## config.mk

```make
export PLATFORM = sky130hd
export DESIGN_NAME = toa_fine_result_pipe
export DESIGN_NICKNAME = d
export VERILOG_FILES = /design/src/rtl/tdc_pkg.sv /design/src/rtl/toa_skid_fifo.sv /design/src/rtl/toa_fine_result_pipe.sv
export SDC_FILE = /design/constraint.sdc
export NUM_CORES = 1
export LEC_CHECK = 0
export ABC_AREA = 1
export CAP_MARGIN = 20
export CELL_PAD_IN_SITES_DETAIL_PLACEMENT = 1
export CELL_PAD_IN_SITES_GLOBAL_PLACEMENT = 2
export CORE_MARGIN = 5
export CORE_UTILIZATION = 33
export DETAILED_ROUTE_END_ITERATION = 8
export DONT_BUFFER_PORTS = 1
export MAX_ROUTING_LAYER = met4
export PLACE_DENSITY_LB_ADDON = 0.3
export SETUP_SLACK_MARGIN = 0.02
export SYNTH_ARGS = -nofsm -noshare
export SYNTH_HDL_FRONTEND = slang
export SYNTH_HIERARCHICAL = 1
export SYNTH_SLANG_ARGS = --single-unit
export TNS_END_PERCENT = 50
```

## constraint.sdc

```tcl
create_clock -name clk -period 1.8 [get_ports clk]
set_input_delay 0.27 -clock clk [delete_from_list [all_inputs] [get_ports clk]]
set_output_delay 0.27 -clock clk [all_outputs]
set_load 0.03 [all_outputs]
```

## src/rtl/tdc_pkg.sv

```systemverilog
// Shared TDC definitions for the TOA fine-result path.
//  - FINE_BINS / FINE_ERR_CODE: fine interpolator range and its error code
//  - result word layout helpers: {enc_err, bubble_err[1:0], toa[TOA_W-1:0]}
//  - sat_inc: saturating counter next-state with clear priority
package tdc_pkg;

    localparam int unsigned FINE_W        = 6;
    localparam int unsigned FINE_BINS     = 63;
    localparam logic [5:0]  FINE_ERR_CODE = 6'd63;
    // Flag bits stacked above the TOA field: two bubble flags plus enc_err.
    localparam int unsigned RES_FLAG_W    = 3;

    function automatic int unsigned toa_width(input int unsigned coarse_w);
        return coarse_w + FINE_W;
    endfunction

    function automatic int unsigned res_width(input int unsigned coarse_w);
        return toa_width(coarse_w) + RES_FLAG_W;
    endfunction

    // Counters are at most 32 bits wide; callers cast in and out.
    function automatic logic [31:0] sat_inc(input logic [31:0] cur,
                                            input logic [31:0] max_val,
                                            input logic        clr,
                                            input logic        inc);
        if (clr) begin
            return '0;
        end
        if (inc && (cur != max_val)) begin
            return cur + 32'd1;
        end
        return cur;
    endfunction

endpackage

```

## src/rtl/toa_skid_fifo.sv

```systemverilog
// Two-entry synchronous FIFO used as the TOA result output queue.
//  clk, rstn       clock, asynchronous active-low reset
//  push, push_data write request; accepted when not full, or when full with a same-cycle pop
//  pop             read request; ignored when empty
//  full, empty     occupancy status
//  head            oldest entry, zero when empty
module toa_skid_fifo #(
    parameter int unsigned WIDTH = 8
) (
    input  logic             clk,
    input  logic             rstn,
    input  logic             push,
    input  logic [WIDTH-1:0] push_data,
    input  logic             pop,
    output logic             full,
    output logic             empty,
    output logic [WIDTH-1:0] head
);

    logic [WIDTH-1:0] mem_q [2];
    logic             wr_ptr_q;
    logic             rd_ptr_q;
    logic [1:0]       cnt_q;
    logic [1:0]       cnt_d;
    logic             push_ok;
    logic             pop_ok;

    assign full    = (cnt_q == 2'd2);
    assign empty   = (cnt_q == 2'd0);
    assign pop_ok  = pop & ~empty;
    // When full, the slot being popped is the one written, so push+pop is safe.
    assign push_ok = push & (~full | pop_ok);
    assign head    = empty ? '0 : mem_q[rd_ptr_q];

    always_comb begin
        cnt_d = cnt_q;
        unique case ({push_ok, pop_ok})
            2'b10:   cnt_d = cnt_q + 2'd1;
            2'b01:   cnt_d = cnt_q - 2'd1;
            default: cnt_d = cnt_q;
        endcase
    end

    always_ff @(posedge clk or negedge rstn) begin
        if (!rstn) begin
            mem_q[0] <= '0;
            mem_q[1] <= '0;
            wr_ptr_q <= 1'b0;
            rd_ptr_q <= 1'b0;
            cnt_q    <= 2'd0;
        end else begin
            if (push_ok) begin
                mem_q[wr_ptr_q] <= push_data;
                wr_ptr_q        <= ~wr_ptr_q;
            end
            if (pop_ok) begin
                rd_ptr_q <= ~rd_ptr_q;
            end
            cnt_q <= cnt_d;
        end
    end

endmodule

```

## src/rtl/toa_fine_result_pipe.sv

```systemverilog
// TOA fine-result pipe: registers encoder output (S1), forms the linear TOA word
// (coarse*63 + fine, all-ones on encode error), queues results in a 2-entry FIFO with
// valid/ready handshake and keeps saturating per-cause error counters.
//  clk, rstn            clock, asynchronous active-low reset
//  en, hit_valid        capture qualifiers for fine_code / bubble_err / coarse_cnt
//  out_valid/ready/data result handshake, out_data = {enc_err, bubble_err, toa}
//  overflow             1-cycle pulse when a result is dropped on a full queue
//  clr_cnt              synchronous clear of the error counters (wins over increment)
//  bubA/bubB/encerr/drop_cnt  saturating error counters
module toa_fine_result_pipe
    import tdc_pkg::*;
#(
    parameter int unsigned COARSE_W = 10,
    parameter int unsigned CNT_W    = 16,
    localparam int unsigned TOA_W   = toa_width(COARSE_W),
    localparam int unsigned RES_W   = res_width(COARSE_W)
) (
    input  logic                clk,
    input  logic                rstn,
    input  logic                en,
    input  logic                hit_valid,
    input  logic [5:0]          fine_code,
    input  logic [1:0]          bubble_err,
    input  logic [COARSE_W-1:0] coarse_cnt,
    output logic                out_valid,
    input  logic                out_ready,
    output logic [RES_W-1:0]    out_data,
    output logic                overflow,
    input  logic                clr_cnt,
    output logic [CNT_W-1:0]    bubA_cnt,
    output logic [CNT_W-1:0]    bubB_cnt,
    output logic [CNT_W-1:0]    encerr_cnt,
    output logic [CNT_W-1:0]    drop_cnt
);

    localparam logic [31:0] CNT_MAX = 32'({CNT_W{1'b1}});

    // S1 capture
    logic                s1_vld_q;
    logic [5:0]          s1_fine_q;
    logic [1:0]          s1_bub_q;
    logic [COARSE_W-1:0] s1_coarse_q;

    always_ff @(posedge clk or negedge rstn) begin
        if (!rstn) begin
            s1_vld_q    <= 1'b0;
            s1_fine_q   <= '0;
            s1_bub_q    <= '0;
            s1_coarse_q <= '0;
        end else begin
            s1_vld_q <= en & hit_valid;
            if (en && hit_valid) begin
                s1_fine_q   <= fine_code;
                s1_bub_q    <= bubble_err;
                s1_coarse_q <= coarse_cnt;
            end
        end
    end

    // S2 arithmetic: coarse*63 as (coarse<<6) - coarse, no multiplier.
    logic             enc_err;
    logic [TOA_W-1:0] toa_lin;
    logic [TOA_W-1:0] toa;
    logic [RES_W-1:0] res;

    assign enc_err = (s1_fine_q == FINE_ERR_CODE);
    assign toa_lin = {s1_coarse_q, 6'b0} - TOA_W'(s1_coarse_q) + TOA_W'(s1_fine_q);
    assign toa     = enc_err ? '1 : toa_lin;
    assign res     = {enc_err, s1_bub_q, toa};

    // Output queue
    logic fifo_full;
    logic fifo_empty;
    logic pop;
    logic drop;

    assign out_valid = ~fifo_empty;
    assign pop       = out_valid & out_ready;
    assign drop      = s1_vld_q & fifo_full & ~pop;

    toa_skid_fifo #(
        .WIDTH (RES_W)
    ) u_fifo (
        .clk       (clk),
        .rstn      (rstn),
        .push      (s1_vld_q),
        .push_data (res),
        .pop       (pop),
        .full      (fifo_full),
        .empty     (fifo_empty),
        .head      (out_data)
    );

    // Overflow pulse and error counters
    logic             overflow_q;
    logic [CNT_W-1:0] bub_a_q, bub_a_d;
    logic [CNT_W-1:0] bub_b_q, bub_b_d;
    logic [CNT_W-1:0] enc_q, enc_d;
    logic [CNT_W-1:0] drop_q, drop_d;

    always_comb begin
        bub_a_d = CNT_W'(sat_inc(32'(bub_a_q), CNT_MAX, clr_cnt, s1_vld_q & s1_bub_q[1]));
        bub_b_d = CNT_W'(sat_inc(32'(bub_b_q), CNT_MAX, clr_cnt, s1_vld_q & s1_bub_q[0]));
        enc_d   = CNT_W'(sat_inc(32'(enc_q), CNT_MAX, clr_cnt, s1_vld_q & enc_err));
        drop_d  = CNT_W'(sat_inc(32'(drop_q), CNT_MAX, clr_cnt, drop));
    end

    always_ff @(posedge clk or negedge rstn) begin
        if (!rstn) begin
            overflow_q <= 1'b0;
            bub_a_q    <= '0;
            bub_b_q    <= '0;
            enc_q      <= '0;
            drop_q     <= '0;
        end else begin
            overflow_q <= drop;
            bub_a_q    <= bub_a_d;
            bub_b_q    <= bub_b_d;
            enc_q      <= enc_d;
            drop_q     <= drop_d;
        end
    end

    assign overflow   = overflow_q;
    assign bubA_cnt   = bub_a_q;
    assign bubB_cnt   = bub_b_q;
    assign encerr_cnt = enc_q;
    assign drop_cnt   = drop_q;

endmodule

```

-- Word-level counts from Yosys, hierarchy flattened
Index checks and enable logic that the tools add are counted.
- bitwise operators: 17
- eq/ne operators: 8
- reductions and logical operators: 12
- $lt $le $gt $ge: 3
- add/sub/neg operators: 8
- multiplexer cells: 31
- operators by type and width (cell ; count):
    16-bit two-way mux ; 14
    19-bit two-way mux ; 5
    16-bit by 1-bit adder with 16-bit output (second input constant) ; 4
    16-bit != test (second input constant) ; 4
    38-bit bitwise mux ; 1
    19-bit demux with 1-bit select ; 1
    16-bit by 6-bit adder with 16-bit output ; 1
    16-bit by 10-bit subtractor with 16-bit output ; 1
    2-bit nonzero test ; 5
    1-bit bitwise AND ; 9
    1-bit two-way mux ; 9
    6-bit equality test (second input constant) ; 1
    1-bit logical AND ; 6
    1-bit inverter ; 5
    2-bit equality test (second input constant) ; 2
    2-bit greater-or-equal comparator (second input constant) ; 2
    1-bit inverter with 2-bit output ; 2
    2-bit one-hot mux with 2 select lines ; 1
    2-bit by 1-bit adder with 2-bit output (second input constant) ; 1
    2-bit by 1-bit equality test with 1-bit output (second input constant) ; 1
    2-bit zero test ; 1
    2-bit by 1-bit less-than comparator with 1-bit output (second input constant) ; 1
    2-bit by 1-bit subtractor with 2-bit output (second input constant) ; 1
    1-bit bitwise OR ; 1
- input port bits: 24
- register bits: 126
- word-level logic and storage cells: 93

-- Logic depth before layout (Yosys ltp)
Gate-level depths: netlist of the first run.
- word-level depth: 10
- mapped depth: 14
- gate-level depth less buffers: 14

-- Cells and area by module
The synthesis of the first run kept the hierarchy.
- by module, submodules not included (module ; area each (um^2) ; instances ; cells each):
    toa_fine_result_pipe ; 5693.0 ; 1 ; 842
    toa_skid_fifo ; 2010.7 ; 1 ; 236

-- Least setup slack after synthesis of the first run
Ideal clock, no wire load.
- kind: register -> register
- start: register u_fifo.cnt_q[1]
- end: register u_fifo/mem_q[11] (netlist bit)
- slack: -0.149 ns
- buffers on the path: 3
- stages on the path, launching flop included: 12
- data arrival time: 1.832 ns
- required time: 1.682 ns
- clock period less this slack: 1.949 ns
- library setup time: 0.118 ns
- path through: dfrtp_1 -> inv_1 -> nand2_1 -> buf_1 -> inv_1 -> nor2_1 -> nand3b_4 -> nand2_4 -> nor2_4 -> buf_6 -> buf_6 -> o21ai_2
- word-level cells in the longest chain between the ends: 6
- elaborated cells between the ends (all ways): 8
- those cells by class: 1 x eq/ne; 6 x bitwise; 1 x reduce/logical
- ends and longest elaborated chain (what ; RTL line ; text):
    from (decl) ; toa_skid_fifo.sv:23 ; logic [1:0] cnt_q;
    from (signal assigned) ; toa_skid_fifo.sv:59 ; cnt_q <= cnt_d;
    2-bit zero test ; toa_skid_fifo.sv:29 ; assign empty = (cnt_q == 2'd0);
    net fifo_empty ; toa_fine_result_pipe.sv:73 ; logic fifo_empty;
    1-bit inverter ; toa_fine_result_pipe.sv:77 ; assign out_valid = ~fifo_empty;
    1-bit bitwise AND ; toa_fine_result_pipe.sv:78 ; assign pop = out_valid & out_ready;
    net pop ; toa_fine_result_pipe.sv:74 ; logic pop;
    1-bit bitwise AND ; toa_skid_fifo.sv:30 ; assign pop_ok = pop & ~empty;
    1-bit bitwise OR ; toa_skid_fifo.sv:32 ; assign push_ok = push & (~full | pop_ok);
    1-bit bitwise AND ; toa_skid_fifo.sv:32 ;
    to (signal, indexed assignment) ; toa_skid_fifo.sv:53 ; mem_q[wr_ptr_q] <= push_data;
    to (decl) ; toa_skid_fifo.sv:20 ; logic [WIDTH-1:0] mem_q [2];
The timed path passes the listed nets, and every way through them passes these cells.
A chain may end at the register's enable or synchronous reset.

-- Worst setup path in the final report of the first run
- start: register s1_fine_q[0]
- end: register u_fifo/mem_q[27] (netlist bit)
- word-level cells in the longest chain between the ends: 3
- elaborated cells between the ends (all ways): 4
- those cells by class: 1 x add/sub; 1 x eq/ne; 2 x mux
- ends and longest elaborated chain (what ; RTL line ; text):
    from (decl) ; toa_fine_result_pipe.sv:40 ; logic [5:0] s1_fine_q;
    from (signal assigned) ; toa_fine_result_pipe.sv:53 ; s1_fine_q <= fine_code;
    16-bit by 6-bit adder with 16-bit output or 6-bit equality test (tied branches) ; toa_fine_result_pipe.sv:67, toa_fine_result_pipe.sv:66 ;
    16-bit two-way mux * ; toa_fine_result_pipe.sv:68 ; assign toa = enc_err ? '1 : toa_lin;
    net toa[8] ; toa_fine_result_pipe.sv:63 ; logic [TOA_W-1:0] toa;
    38-bit bitwise mux * ; toa_skid_fifo.sv:53 ;
The timed path passes the listed nets; every way through them passes the cells marked *.

==> flow_metrics.tcl, run 1 <==
set metrics [dict create \
    drv_slew 0 \
    final_total_power_mw 13.8 \
    worstSkewPairLatency_ns 0.42 \
    ctsHtreeMaxLevel 4 \
    power.static_leakage_nw 5.40 \
    detail_route.drc_violations 0 \
    grt_first_pass_wirelength_mm 42.2 \
    ys_dominant_reg_cell "sky130_fd_sc_hd__dfrtp_1" \
    timing.critical_path.fanout_max 4 \
    hold_class "primary input to asynchronous set/reset pin" \
    global_route.usage.total_pct 20.4 \
    layout-drive-gt1-share_pct 31.4 \
    finalHoldViolations 126 \
    clkPwrFrac_pct 27.3 \
    number_of_antenna_violations_at_the_first_check_in_global_routing 0 \
    wp_data_arrival_ns 2.17 \
    max-cap-violations 0 \
    cts_buffers 17 \
    ys_seq_elements 126 \
    global_route.overflow_total 0 \
    first_global_vias 8084 \
    wl_mm 26.4 \
    clock_root_cell "sky130_fd_sc_hd__clkbuf_16" \
    synth_area_leader_cell "sky130_fd_sc_hd__dfrtp_1" \
    critPathRequiredTime_ns 2.11 \
    netlist-cell-type-count 37 \
    grt_max_degree 127 \
    seq_power_share_pct 26.6 \
    synthCells 1078 \
    timing.final.crit_period_ns 1.86 \
    ir_worst_vdd_mv 0.654 \
    core-area_sq_um 23300 \
    drt-pass1-iter-count 4 \
    worst_setup_path_startpoint "s1_fine_q[0]" \
    p_sw_share_pct 38.4 \
    nNetsFinal 1299 \
    n_antenna_cell 0 \
    areaGrowthSynthToFinish_pct 42.8 \
    status "finished with violations" \
    via_total_after_detailed_routing 7756 \
    yosys-top-cells-count "sky130_fd_sc_hd__nand2_1, sky130_fd_sc_hd__dfrtp_1, sky130_fd_sc_hd__inv_1" \
    gpl.final_weighted_congestion 0.796 \
    power.combinational.fraction_pct 46.1 \
    layout.core_utilization_pct 47.3 \
    cts.hold.buffers_added 18 \
    fin_worst_skew_ns 0.0126 \
    worst_setup_hold_path_clk_slew_ns 0.06 \
    start_kind "flop" \
    worst-slew-pin-transition_ns 0.402 \
    critical_path.endpoint_type "flop" \
    synth.most_common_cell "sky130_fd_sc_hd__nand2_1" \
    rr_startpoint "s1_fine_q[0]" \
    final.setup.worst_slack_ns -0.0642 \
    start_util_pct 33.1 \
    cts_tree "done" \
    finalSetupViolCount 39 \
    die-height_um 163 \
    post_synth_instance_area_sq_um 7700 \
    postSynthNetCount 1117 \
    hpwl_after_dpl_mm 17.7 \
    synth-edff-count 0 \
    avgRoutedWirePerCell_um 16.6 \
    power.density_cell_area_nw_per_um2 1260 \
    post_drt_via_cell_ratio 4.87 \
    internal_power_mw 8.51 \
    postRouteAntennaNets 0 \
    criticalPathCategory "flop to flop" \
    post_synth.cell_area_avg_sq_um 7.15 \
    synth_sequential_area_ratio_pct 40.9 \
    detailedPlace.worstSlack_ns -0.122 \
    post_synth_main_area_contributors "sky130_fd_sc_hd__dfrtp_1, sky130_fd_sc_hd__nand2_1, sky130_fd_sc_hd__inv_1" \
    i_o_pins 109 \
    clock-sinks 126 \
    synth_warnings 6 \
    max_freq_mhz 536 \
    core.rowCount 56 \
    timing.max_slew.rel_slack_pct 73.2 \
    p_switching_mw 5.30 \
    hold_slack_final_ns -0.450 \
    ys_async_sr_fraction_pct 100 \
    finalInstanceArea_sq_um 11000 \
    synth_top_area_share_pct 40.9 \
    rsz0062_at_grt "true" \
    dieWidth_um 163 \
    first_iter_violations 371 \
    die-area_sq_um 26500 \
    placed_cell_area_sq_um 9100 \
    clock_tree_buffer_depth 2 \
    failed_checks "hold timing, setup timing" \
    io_buffers 0 \
    min_period_over_period_pct 104 \
]
==> layout make-up <==
| class | instances | area [sq um] |
|---|---|---|
| multi-input cells | 816 | 4560 |
| repair buffers | 194 | 1860 |
| flip-flops and latches | 126 | 3160 |
| well taps | 319 | 399 |
| clock buffers | 18 | 439 |
| inverters | 105 | 402 |
| fillers | 2846 | 12300 |
| clock inverters | 13 | 186 |
==> logic make-up (layout without fill, tap and decap cells) <==
| family | Yosys count | after routing | share of synthesized area [%] |
|---|---|---|---|
| and+or+nand+nor | 692 | 692 | 40.0 |
| buffers and inverters | 136 | 330 | 7.76 |
| DFF | 126 | 126 | 40.9 |
| AOI/OAI and AO/OA | 97 | 97 | 7.41 |
| adders and majority gates | 15 | 15 | 2.53 |
| xor gates and xnor gates | 12 | 12 | 1.36 |
==> power groups by stage <==
stage / Clock (mW) / Combinational, mW / Sequential [mW]
5_1_grt: 3.97 / 6.79 / 3.72
4_1_cts: 3.85 / 5.65 / 3.61
3_3_place_gp: 0 / 4.11 / 3.56
6_report: 3.77 / 6.37 / 3.67
3_5_place_dp: 0 / 4.17 / 3.59
2_1_floorplan: 0 / 2.62 / 3.56
==> worst max-delay path, stage by stage, from the launching register on <==
cell and delay [ns]:
sky130_fd_sc_hd__dfrtp_1 0.40, sky130_fd_sc_hd__inv_2 0.08, sky130_fd_sc_hd__ha_4 0.12, sky130_fd_sc_hd__inv_2 0.04, sky130_fd_sc_hd__fa_2 0.35, sky130_fd_sc_hd__nand2_2 0.09, sky130_fd_sc_hd__nand3_2 0.09, sky130_fd_sc_hd__and2_4 0.17
sky130_fd_sc_hd__nand2_2 0.06, sky130_fd_sc_hd__nand2_1 0.05, sky130_fd_sc_hd__nand2_1 0.08, sky130_fd_sc_hd__nand3_2 0.08, sky130_fd_sc_hd__nand2_1 0.08, sky130_fd_sc_hd__nand2_1 0.05
==> metrics by stage <==
stage	hold WS, ns	setup TNS (ns)	instances
finish	-0.450	-1.05	1591
global route	-0.475	-4.80	1591
CTS	-0.482	-0.918	1576
detailed placement	-0.0160	-1.77	1512
global placement	-0.0161	-0.604	1512
floorplan	-0.0256	0	1078
==> registers in the layout (all words and copies together), names as in the netlist <==
signal / flops
bubB_cnt: 16
encerr_cnt: 16
u_fifo/rd_ptr_q: 1
s1_fine_q: 6
u_fifo/mem_q: 38
overflow: 1
drop_cnt: 16
s1_coarse_q: 10
s1_bub_q: 2
s1_vld_q: 1
u_fifo/wr_ptr_q: 1
u_fifo/cnt_q: 2
bubA_cnt: 16
==> metal layers <==
metal / GRT usage (%) / up-vias / wire length, um / share of wire, %
li1: - / 3825 / - / -
met1: 27.1 / 3803 / 12500 / 47
met2: 32.6 / 109 / 12600 / 48
met3: 3.39 / 19 / 1010 / 3.8
met4: 5.07 / 0 / 279 / 1.1
met5: - / - / 0 / 0
==> path summary, 6_finish.rpt <==
kind / cells past startpoint / endpoint / slack, ns
max: 13 / u_fifo/mem_q[27] / -0.06
min: 0 / u_fifo/cnt_q[0] / -0.45
max reg2reg: 13 / u_fifo/mem_q[27] / -0.06
min reg2reg: 2 / u_fifo/mem_q[33] / 0.48
max in group asynchronous: 0 / s1_fine_q[1] / 2.03
min in group clk: 3 / bubB_cnt[12] / 0.03
==> timing repair <==
item | CTS | global route
gates cloned | 5 | 5
gates resized for setup | 109 | 102
setup buffers | 10 | 12
pin swaps | 14 | 39
setup endpoints to repair | 45 | 89
endpoints found under the hold margin | 144 | 126
==> layout by cell type, fill, tap and decap left out, types with 3 or more instances in the layout <==
cell / instances
sky130_fd_sc_hd__xor2_1: 11
sky130_fd_sc_hd__or2_4: 3
sky130_fd_sc_hd__nor3_1: 3
sky130_fd_sc_hd__o21bai_1: 16
sky130_fd_sc_hd__nand4_1: 59
sky130_fd_sc_hd__a21oi_2: 19
sky130_fd_sc_hd__o21ai_0: 15
sky130_fd_sc_hd__bufinv_16: 4
sky130_fd_sc_hd__clkinvlp_4: 4
sky130_fd_sc_hd__dfrtp_1: 123
sky130_fd_sc_hd__inv_4: 3
sky130_fd_sc_hd__dlygate4sd3_1: 18
sky130_fd_sc_hd__buf_6: 29
sky130_fd_sc_hd__a21oi_4: 5
sky130_fd_sc_hd__ha_1: 5
sky130_fd_sc_hd__o21ai_4: 6
sky130_fd_sc_hd__nor2_1: 82
sky130_fd_sc_hd__or2_2: 12
sky130_fd_sc_hd__dfrtp_2: 3
sky130_fd_sc_hd__inv_6: 3
sky130_fd_sc_hd__nor2_4: 10
sky130_fd_sc_hd__nand3_1: 51
sky130_fd_sc_hd__ha_4: 9
sky130_fd_sc_hd__inv_2: 15
sky130_fd_sc_hd__nand2_2: 36
sky130_fd_sc_hd__o21ai_2: 25
sky130_fd_sc_hd__inv_1: 87
sky130_fd_sc_hd__nand2_4: 9
sky130_fd_sc_hd__buf_16: 4
sky130_fd_sc_hd__o21ai_1: 7
sky130_fd_sc_hd__buf_4: 131
sky130_fd_sc_hd__nor2_2: 12
sky130_fd_sc_hd__nand2_1: 389
sky130_fd_sc_hd__buf_12: 7
sky130_fd_sc_hd__nand3_2: 17
sky130_fd_sc_hd__clkbuf_16: 21
Power figures use the tool's default switching activity.
==> inputs of run 2 (changes only) <==
CORE_UTILIZATION = 36   (was 33)
HOLD_SLACK_MARGIN = 0.12   (was unset)
clock period = 1.9 ns   (was 1.8 ns; I/O delays follow)
==> flow_metrics.tcl, run 2 (synthesis results as in run 1) <==
set metrics [dict create \
    areaGrowthSynthToFinish_pct 38.2 \
    placed_cell_area_sq_um 8850 \
    core.rowCount 53 \
    layout-drive-gt1-share_pct 27.5 \
    cts_buffers 17 \
    global_route.overflow_total 0 \
    worst-slew-pin-transition_ns 0.765 \
    ctsHtreeMaxLevel 4 \
    core-area_sq_um 21000 \
    max_freq_mhz 533 \
    number_of_cells_in_the_design_after_placement 1447 \
    criticalPathCategory "flop to output pin" \
    worst_setup_path_startpoint "u_fifo/cnt_q[1]" \
    timing.critical_path.fanout_max 6 \
    via_total_after_detailed_routing 7790 \
    drt-pass1-iter-count 5 \
    setup.reg_to_reg.worst_slack_ns 0.04 \
    rr_startpoint "u_fifo/cnt_q[1]" \
    critPathRequiredTime_ns 1.62 \
    n_antenna_cell 0 \
    start_util_pct 36.6 \
    layout.cells.most_common_list "sky130_fd_sc_hd__nand2_1, sky130_fd_sc_hd__dfrtp_1, sky130_fd_sc_hd__buf_4, sky130_fd_sc_hd__inv_1, sky130_fd_sc_hd__nor2_1" \
    finalSetupViolCount 0 \
    nNetsFinal 1285 \
    critical_path.endpoint_type "output pin" \
    post_drt_via_cell_ratio 5.08 \
    timing.reg2reg.worst_path_depth 13 \
    drv_slew 0 \
    clock_tree_buffer_depth 2 \
    wp_data_arrival_ns 1.59 \
    min_period_over_period_pct 98.7 \
    timing.max_slew.rel_slack_pct 49.0 \
    rsz0062_at_grt "true" \
    wl_mm 26.7 \
    largest_register_ff_count 38 \
    status "finished with violations" \
    worstSkewPairLatency_ns 0.43 \
    finalHoldViolations 126 \
    reg_to_reg_endpoint "u_fifo/mem_q[6]" \
    die-height_um 156 \
    cts_tree "done" \
    detail_route.drc_violations 0 \
    power.static_leakage_nw 5.29 \
    cts.hold.buffers_added 19 \
    start_kind "flop" \
    fin_worst_skew_ns 0.0106 \
    grt_max_degree 127 \
    io_buffers 0 \
    first_iter_violations 440 \
    setup.worst_path.end "out_data[4]" \
    power.density_cell_area_nw_per_um2 1180 \
    hold_slack_final_ns -0.442 \
    final.setup.tns_ns 0 \
    die-area_sq_um 24400 \
    finalInstanceArea_sq_um 10600 \
    first_global_vias 8067 \
    hold_class "primary input to asynchronous set/reset pin" \
    finish.cell_count_without_fillers 1534 \
    postRouteAntennaNets 0 \
    grt_first_pass_wirelength_mm 41.6 \
    largest_register "u_fifo/mem_q" \
    number_of_antenna_violations_at_the_first_check_in_global_routing 0 \
    clock_root_cell "sky130_fd_sc_hd__clkbuf_16" \
    avgRoutedWirePerCell_um 17.4 \
    worst_setup_hold_path_clk_slew_ns 0.06 \
    hpwl_after_dpl_mm 17.4 \
    failed_checks "hold timing" \
    dieWidth_um 156 \
    layout.cells.most_common "sky130_fd_sc_hd__nand2_1" \
    gpl.final_weighted_congestion 0.844 \
    timing.final.crit_period_ns 1.87 \
    clock-sinks 126 \
    max-cap-violations 0 \
    ir_worst_vdd_mv 0.569 \
    i_o_pins 109 \
    global_route.usage.total_pct 21.7 \
]
-- run 2: worst min path at each step --
stage / slack [ns] / cells past startpoint / startpoint / end
2_1_floorplan: -0.01 / 0 / rstn / bubA_cnt[0]
3_3_place_gp: -0.004 / 0 / rstn / s1_coarse_q[7]
3_5_place_dp: -0.005 / 0 / rstn / s1_coarse_q[9]
4_1_cts: -0.46 / 0 / rstn / s1_coarse_q[9]
5_1_grt: -0.46 / 0 / rstn / s1_coarse_q[7]
6_report: -0.44 / 0 / rstn / s1_coarse_q[9]
-- run 2: critical path, stage by stage, from the launching register on --
cell and delay, ns:
sky130_fd_sc_hd__dfrtp_2 0.38, sky130_fd_sc_hd__inv_2 0.05, sky130_fd_sc_hd__nand2_4 0.09, sky130_fd_sc_hd__buf_12 0.12
sky130_fd_sc_hd__buf_12 0.13, sky130_fd_sc_hd__o21ai_2 0.07, sky130_fd_sc_hd__a21oi_2 0.15, sky130_fd_sc_hd__buf_6 0.16
-- run 2: where the power goes --
group / leakage [nW] / internal [mW] / switching (mW)
combinational: 3.32 / 2.36 / 3.16
sequential: 1.67 / 3.15 / 0.322
clock: 0.312 / 2.24 / 1.33
-- run 2: metal layers --
metal  track usage (%)  up-vias  routed length, um
li1                  -     3813                  -
met1              29.4     3809              12600
met2              34.1      136              12800
met3              3.60       32               1070
met4              5.45        0                294
met5                 -        -                  0
-- run 2: layout make-up --
type / instances / area (sq um)
Inverter: 105 / 405
Clock buffer: 19 / 443
Tap cell: 275 / 344
Timing Repair Buffer: 180 / 1740
Sequential cell: 126 / 3160
Clock inverter: 13 / 188
Multi-Input combinational cell: 816 / 4370
Fill cell: 2594 / 10400
-- run 2: metrics by stage --
step	utilization, %	hold WS (ns)	setup WS, ns	total power, mW
global route	50.6	-0.459	-0.0709	13.2
floorplan	-	-0.0106	0.0361	5.83
detailed placement	42.1	-0.00509	-0.110	7.20
CTS	47.8	-0.465	-0.108	11.7
global placement	42.1	-0.00400	-0.0342	7.12
finish	50.6	-0.442	0.0253	12.6
-- run 2: timing repair --
item,4_1_cts,5_1_grt
gates cloned,4,6
setup buffers,12,15
setup endpoints to repair,44,69
gates resized for setup,55,94
endpoints found under the hold margin,174,126
pin swaps,9,27
==> inputs of run 3 (changes only) <==
CTS_CLUSTER_DIAMETER = 30   (was unset)
==> results of run 3 <==
No change in the layout: final DEF, timing and power equal those of run 2.
